$ cat src/rtl/fc_ram_loader.sv
// fc_ram_loader: writes a valid/ready word stream into the FC memory at consecutive addresses from a base.
// Define FC_LOAD_CHECKSUM_EN to add a running modulo-2^DATA_W checksum output of accepted words.
module fc_ram_loader #(
  parameter int DATA_W = 16,
  parameter int ADDR_W = 14
) (
  input  logic              clk,
  input  logic              rst,
  input  logic              start,
  input  logic [ADDR_W-1:0] base_addr,
  input  logic [ADDR_W:0]   length,
  input  logic              s_valid,
  input  logic [DATA_W-1:0] s_data,
  output logic              s_ready,
  output logic [ADDR_W-1:0] mem_address,
  output logic [DATA_W-1:0] mem_data,
  output logic              mem_we,
  output logic              busy,
  output logic              done,
`ifdef FC_LOAD_CHECKSUM_EN
  output logic [DATA_W-1:0] checksum,
`endif
  output logic              err
);

  typedef enum logic [1:0] {IDLE, LOAD, DONE} state_t;

  localparam logic [ADDR_W+1:0] MEM_WORDS = {2'b01, {ADDR_W{1'b0}}};
  localparam logic [ADDR_W:0]   LAST_WORD = {{ADDR_W{1'b0}}, 1'b1};

  state_t            state;
  logic [ADDR_W-1:0] cur_addr;
  logic [ADDR_W:0]   remaining;
  logic [ADDR_W+1:0] range_end;
  logic              range_bad;
  logic              xfer;

  // Two extra bits so base+length can never overflow the comparison.
  assign range_end = {2'b00, base_addr} + {1'b0, length};
  assign range_bad = (range_end > MEM_WORDS);
  assign s_ready   = (state == LOAD);
  assign xfer      = s_valid && s_ready;

  always_ff @(posedge clk or posedge rst) begin
    if (rst) begin
      state       <= IDLE;
      cur_addr    <= '0;
      remaining   <= '0;
      mem_address <= '0;
      mem_data    <= '0;
      mem_we      <= 1'b0;
      busy        <= 1'b0;
      done        <= 1'b0;
      err         <= 1'b0;
    end else begin
      mem_we <= 1'b0;
      done   <= 1'b0;
      case (state)
        IDLE: begin
          if (start) begin
            if (range_bad) begin
              err <= 1'b1;
            end else begin
              err       <= 1'b0;
              cur_addr  <= base_addr;
              remaining <= length;
              busy      <= 1'b1;
              if (length == '0) begin
                state <= DONE;
                done  <= 1'b1;
              end else begin
                state <= LOAD;
              end
            end
          end
        end
        LOAD: begin
          if (xfer) begin
            mem_we      <= 1'b1;
            mem_address <= cur_addr;
            mem_data    <= s_data;
            cur_addr    <= cur_addr + 1'b1;
            remaining   <= remaining - 1'b1;
            // The final write and the done pulse land in the same cycle.
            if (remaining == LAST_WORD) begin
              state <= DONE;
              done  <= 1'b1;
            end
          end
        end
        DONE: begin
          state <= IDLE;
          busy  <= 1'b0;
        end
        default: begin
          state <= IDLE;
          busy  <= 1'b0;
        end
      endcase
    end
  end

`ifdef FC_LOAD_CHECKSUM_EN
  always_ff @(posedge clk or posedge rst) begin
    if (rst) begin
      checksum <= '0;
    end else if (state == IDLE && start && !range_bad) begin
      checksum <= '0;
    end else if (xfer) begin
      checksum <= checksum + s_data;
    end
  end
`endif

endmodule
$ cat config.mk
export PLATFORM = sky130hd
export DESIGN_NAME = fc_ram_loader
export DESIGN_NICKNAME = d
export VERILOG_FILES = /design/src/rtl/fc_ram_loader.sv
export SDC_FILE = /design/constraint.sdc
export NUM_CORES = 1
export LEC_CHECK = 0
export CAP_MARGIN = 20
export CORE_MARGIN = 2
export CORE_UTILIZATION = 30
export CTS_CLUSTER_DIAMETER = 50
export CTS_CLUSTER_SIZE = 14
export DETAILED_ROUTE_END_ITERATION = 8
export GPL_TIMING_DRIVEN = 0
export MAX_ROUTING_LAYER = met4
export PLACE_DENSITY_LB_ADDON = 0.12
export REMOVE_ABC_BUFFERS = 1
export SLEW_MARGIN = 20
export SYNTH_ARGS = -nofsm -noshare
export SYNTH_HDL_FRONTEND = slang
export SYNTH_SLANG_ARGS = --single-unit
$ cat constraint.sdc
create_clock -name clk -period 2.7 [get_ports clk]
set_input_delay 0.54 -clock clk [delete_from_list [all_inputs] [get_ports clk]]
set_output_delay 0.54 -clock clk [all_outputs]
set_load 0.01 [all_outputs]
==> metrics, run 1 <==
status complete, but fails checks; violated checks setup timing; fraction of layout cells with a size suffix above 1 a little over an eighth; WHS about 0.47 ns; busiest layer in global routing met2; area of the core 0.0133 mm^2; Syn. warnings 0; Remaining Overflow, GRT 0; clk_lat worst skew 0.34 ns; Seq/Total Area, Yosys roughly two fifths; Final Skew 0.00619 ns; Worst Setup Slack, final -0.609 ns; Design Area, Final a little under 0.006 mm^2; Yosys cell types 59; worst slew pin tran 0.984 ns; CP arrival about 3.5 ns; Max-Cap Viols 0; GRT Total Usage 18.7%; ys async rst share between 90% and 100%; Hold Path End mem_address[5]; part of the cycle the worst path needs 123%; Ports 84; crit path max-delay cell type fa_2; reg2reg end remaining[2]; r2r setup slk -0.10 ns; R2R cell count 9; number of hold violations in the final report 0; Tot Pwr 5.73 mW; Worst-path clk slew 0.05 ns; TritonCTS clock tree built; crit-path max FO 7; largest net degree at the start of global routing 41; Routed Antenna Nets 0; Worst EP required 2.91 ns; hold buffer count at CTS 0; clock sinks 65; crit path buf inv count 4; commonest non-fill, non-tap cell in the layout nand2_1; Slew HR roughly a third; 1st-iter DRT viols 260; f_max ~0.30 GHz; Root Buffer clkbuf_16; Final min period 3.31 ns; Worst Setup Start Kind input port; drt pass-1 iters 4; Final setup viols 34; placed instance area 0.00517 mm^2; Synth Instances 497; register bit count reported by yosys 65; first-pass GRT wire length about 21 mm; RePlAce Congestion roughly 0.86; Post-Syn Area per Cell ~8.3 um^2; Worst Path Class, Setup input port to flip-flop; antenna cells 0; Largest stage delay, worst path 0.36 ns; Post-synth EDFFs 0; reg2reg start state[1]; grt met2 use 28.5%; global-route track usage on met3 under 10%; initial antenna violation count 0; vias in the first global route ~4,000; area of the mapped netlist 0.00412 mm^2; Die W between 100 and 150 um; Num CTS Buffers 9; ys flop type dfrtp_1; crit-path cells buf_8 -> ha_4 -> fa_2 -> a211o_1 -> a221o_1 -> buf_6 -> a32oi_2 -> a221oi_2 -> and4_1 -> a31oi_4 -> o21ai_4 -> buf_12 -> buf_8 -> a221o_1; number of buffers added on ports 83; Post-Place Setup Slack -1.93 ns; Hold Startpoint mem_address[5]; synthesis-to-layout area growth 43.0%; cell depth of the worst min-delay path 2; GR Layer Usage met1 25.5%; Rows 42; Post-DP HPWL 8.93 mm; DR WL/cell 16.8 um; die area 0.0147 mm^2; routed vias/inst between 5 and 6; die height 121 um; most frequent cells in the layout nand2_1 (127), clkdlybuf4s50_1 (69), dfrtp_1 (65), nor2_1 (27), a21oi_1 (25); clk buf depth 2; min-delay worst type flip-flop to flip-flop; DR vias 4,050; RSZ-0062 raised after global routing yes; Slew Viols, Final 0; Max IR drop VDD 0.375 mV; H-Tree Depth 3; Routed WL 13.0 mm; fin nets 655; Pleak 2.53 nW; drt drc 0; initial core utilization 30.9%; CP Capture Type flip-flop; Crit path max-delay family compound AO/OA/AOI/OAI gates; Pwr Density 972 mW/mm^2
==> tightest hold or removal path, cell delays in order (launching register included) <==
cell	delay [ns]
dfrtp_1	0.34
nand2_1	0.05
nand2_1	0.05
==> worst max-delay path by stage <==
stage            startpoint       endpoint  slack (ns)  cells past startpoint
2_1_floorplan  base_addr[0]    cur_addr[1]       -1.71                     10
3_3_place_gp       state[1]  remaining[11]       -3.88                      5
3_5_place_dp      length[0]    cur_addr[1]       -1.93                     11
4_1_cts           length[0]   remaining[9]       -0.62                     14
5_1_grt           length[0]   remaining[9]       -0.67                     14
6_report          length[0]   remaining[9]       -0.61                     14
==> power by group <==
group	total, mW	switching, mW	leakage [nW]	internal, mW
combinational	2.77	1.45	1.60	1.33
clock	1.25	0.439	0.151	0.812
sequential	1.71	0.332	0.772	1.37
total	5.73	2.22	2.53	3.51
==> through the flow <==
stage,instances,TNS (ns),util (%)
6_report,769,-16.92,44.2
5_1_grt,769,-19.01,44.2
4_1_cts,768,-17.62,43.6
3_5_place_dp,737,-58.69,38.7
3_3_place_gp,731,-245.85,37.9
2_1_floorplan,472,-67.47,-
==> state kept, by name, summed over array words and instances (netlist names) <==
register     count
remaining       15
busy             1
state            2
mem_we           1
err              1
done             1
mem_data        16
cur_addr        14
mem_address     14
==> cell usage after synthesis (all sizes together), types with 2 or more instances <==
cell,n,share of area [%]
buf,6,1.2
dfrtp,65,39
a31oi,2,0.46
o21ai,29,3.5
and3,3,0.46
and4,4,0.85
or2,3,0.46
ha,17,5.2
nor3,10,1.2
a221o,16,3.9
nand3b,2,0.36
xnor2,6,1.3
nor2,28,2.5
o2111ai,2,0.42
o22ai,3,0.46
a21boi,11,2.0
o31ai,9,1.6
a221oi,11,2.5
or3,4,0.61
o32ai,2,0.42
and2,6,0.97
nand2b,2,0.30
o21a,6,1.1
nand4,2,0.30
a32oi,3,0.64
a21oi,27,3.3
a21o,3,0.55
o211ai,3,0.55
o41ai,2,0.42
nor4,5,0.76
clkbuf,19,1.7
nand2,128,12
a211o,3,0.64
nand3,14,1.7
inv,21,1.9
o2bb2ai,2,0.42
a211oi,3,0.55
o211a,2,0.49
==> layer usage <==
layer | wire (um) | part of all wire [%]
met4 | 167 | 1.3
met1 | 6210 | 48
met2 | 5970 | 46
met3 | 609 | 4.7
met5 | 0 | 0
==> timing repair <==
item,in CTS,in global routing
buffers inserted,13,1
cloned,2,0
hold endpoints to repair,0,0
endpoints found under the setup margin,35,35
pin swaps,15,13
gates resized for setup,62,21
==> cell type report <==
class / count / area (um^2)
flip-flops and latches: 65 / 1630
clock buffers: 12 / 236
multi-input cells: 387 / 2550
repair buffers: 104 / 1090
inverters: 21 / 88.8
well taps: 176 / 220
fillers: 1319 / 7450
clock inverters: 4 / 77.6
==> cell families after synthesis <==
| kind of cell | after synthesis | share of synthesized area (%) |
|---|---|---|
| multiplexers | 2 | 0.516 |
| adder cells (fa/ha/maj) | 18 | 5.64 |
| AO/OA/AOI/OAI | 146 | 25.5 |
| buffers and inverters | 46 | 4.86 |
| AND/OR/NAND/NOR | 213 | 22.6 |
| XOR/XNOR | 7 | 1.49 |
| flip-flops | 65 | 39.5 |
Note: power is estimated with default switching activity, not from simulation.
==> run 2, diff against run 1 <==
--- a/config.mk
+++ b/config.mk
@@ -14,8 +14,8 @@
 export GPL_TIMING_DRIVEN = 0
 export MAX_ROUTING_LAYER = met4
 export PLACE_DENSITY_LB_ADDON = 0.12
+export RECOVER_POWER = 100
 export REMOVE_ABC_BUFFERS = 1
-export SLEW_MARGIN = 20
 export SYNTH_ARGS = -nofsm -noshare
 export SYNTH_HDL_FRONTEND = slang
 export SYNTH_SLANG_ARGS = --single-unit
==> run 2 against run 1 <==
Against the previous run:
- the run still ends with setup timing left
- sequential share of layout area shrank 0.20 points
- worst hold slack got worse by 0.0087 ns
- clock power grew 11%
- largest power group unchanged
- count of clock-buffer cells in the layout did not move
- largest cell class unchanged
- setup slack better by 0.033 ns
==> metrics, run 2 (synthesis results as in run 1) <==
drt pass-1 iters 5; part of the cycle the worst path needs 121%; Worst Setup Slack, final -0.576 ns; Slew Viols, Final 0; r2r setup slk -0.12 ns; antenna cells 0; Post-Place Setup Slack -2.13 ns; max FFs per register 16; CP startpoint length[0]; Final Skew 0.00712 ns; WHS 0.463 ns; fraction of layout cells with a size suffix above 1 15.1%; clk_lat worst skew about 0.33 ns; die area 0.0147 mm^2; Routed Antenna Nets 0; number of buffers added on ports 83; RePlAce Congestion between 0.8 and 0.9; min-delay worst type flip-flop to flip-flop; Rows 42; Worst path depth 11; drt drc 0; clock sinks 65; 1st-iter DRT viols 237; Root Buffer clkbuf_16; violated checks setup timing; worst slew pin tran 1.40 ns; largest reg by FF count mem_data; routed vias/inst 5.36; Die W 121 um; clk buf depth 2; crit path buf inv count 1; area of the core 0.0133 mm^2; Remaining Overflow, GRT 0; RSZ-0062 raised after global routing yes; die height 121 um; DR WL/cell 17.4 um; Routed WL 13.5 mm; first-pass GRT wire length between 20 and 25 mm; # fillers approximately 1,300; initial core utilization 30.9%; crit-path cells buf_8 -> ha_4 -> fa_2 -> a211o_1 -> a221o_1 -> a311o_1 -> a221oi_2 -> and4_4 -> a31oi_4 -> and2_2 -> a221oi_2; TritonCTS clock tree built; Worst Setup Start Kind input port; Largest regs mem_data: 16 flops, remaining: 15 flops; Slew HR 6.51%; Worst EP required slightly below 3 ns; status complete, but fails checks; CP arrival 3.51 ns; reg2reg start state[1]; H-Tree Depth 3; f_max roughly 0.3 GHz; final setup TNS -17.17 ns; largest net degree at the start of global routing 66; Worst Path Class, Setup input port to flip-flop; Ports 84; Final Non-Filler Cells 774; CP Capture Type flip-flop; crit path max-delay cell type fa_2; synthesis-to-layout area growth 44.0%; Max-Cap Viols 0; dpl cells roughly 740; Final min period 3.28 ns; reg2reg end cur_addr[2]; Num CTS Buffers 9; Crit path max-delay family compound AO/OA/AOI/OAI gates; Pwr Density approximately 1000 mW/mm^2; most frequent cells in the layout nand2_1 (127), dfrtp_1 (65), clkdlybuf4s50_1 (35), dlygate4sd3_1 (35), nor2_1 (27); worst setup path end cur_addr[7]; Final setup viols 34; GRT Total Usage about a fifth; R2R cell count 11; Hold Startpoint mem_address[6]; Largest stage delay, worst path about 0.36 ns; initial antenna violation count 0; Tot Pwr a little under 6 mW; vias in the first global route roughly 3,900; DR vias between 4,000 and 5,000; Max IR drop VDD between 0.3 and 0.4 mV; most common cell type on the critical path a221oi_2; commonest non-fill, non-tap cell in the layout nand2_1; Pleak 2.59 nW; Post-DP HPWL 8.70 mm; number of hold violations in the final report 0; Worst-path clk slew 0.06 ns; fin nets 660; crit-path max FO 8
## run 2: changes by cell type in the layout (fill, tap and decap cells not counted), sizes merged
| cell | previous run | this run |
|---|---|---|
| dlymetal6s2s | 3 | 2 |
| clkinv | 2 | 1 |
| clkinvlp | 0 | 1 |
| dlygate4sd3 | 0 | 35 |
| nand2b | 2 | 3 |
| clkdlybuf4s15 | 0 | 1 |
| bufinv | 2 | 3 |
| clkdlybuf4s50 | 69 | 35 |
| clkbuf | 13 | 12 |
| and2 | 7 | 9 |
| inv | 21 | 20 |
| buf | 24 | 26 |
## run 2: worst register-to-register path, cell delays in order, from the launching register on
cell and delay (ns):
dfrtp_1 0.44, nand2b_4 0.31, clkinvlp_4 0.20, buf_16 0.19, nand2_4 0.34, o211ai_1 0.22, buf_4 0.15, buf_4 0.19
buf_6 0.17, o21ai_0 0.09, and2_1 0.16, a221o_1 0.25
## run 2: worst min-delay path by stage
stage                endpoint  slack (ns)  cells after the start
2_1_floorplan            busy        0.45                      1
3_3_place_gp   mem_address[8]        0.46                      2
6_report       mem_address[6]        0.46                      2
4_1_cts        mem_address[6]        0.48                      2
5_1_grt        mem_address[5]        0.49                      2
3_5_place_dp   mem_address[6]        0.46                      2
## run 2: power breakdown
| group | switching [mW] | internal (mW) |
|---|---|---|
| clock | 0.435 | 0.954 |
| sequential | 0.331 | 1.37 |
| combinational | 1.47 | 1.26 |
| total | 2.24 | 3.59 |
## run 2: layout make-up
class	instances	area [um^2]	share of cell area [%]
multi-input combinational	390	2570	43.2
sequential	65	1630	27.4
timing repair buffer	106	1090	18.3
clock buffer	12	256	4.32
tap	176	220	3.71
clock inverter	4	98.8	1.66
inverter	21	82.6	1.39
## run 2: metal layers
| metal | track usage [%] | share of wire (%) |
|---|---|---|
| met3 | 3.05 | 5.0 |
| met1 | 26.3 | 46 |
| met4 | 4.60 | 1.4 |
| met5 | - | 0 |
| met2 | 29.0 | 47 |
## run 2: stage by stage
stage / cell area [um^2] / util [%]
2_1_floorplan: 4000 / -
3_3_place_gp: 5050 / 37.9
3_5_place_dp: 5120 / 38.4
4_1_cts: 5850 / 43.8
5_1_grt: 5940 / 44.5
6_report: 5940 / 44.5
## run 2: repair_timing
action	CTS	global route
setup buffers	16	3
hold buffers	0	0
cloned	4	1
endpoints found under the setup margin	66	34
resized for setup	62	21
pin swaps	13	10
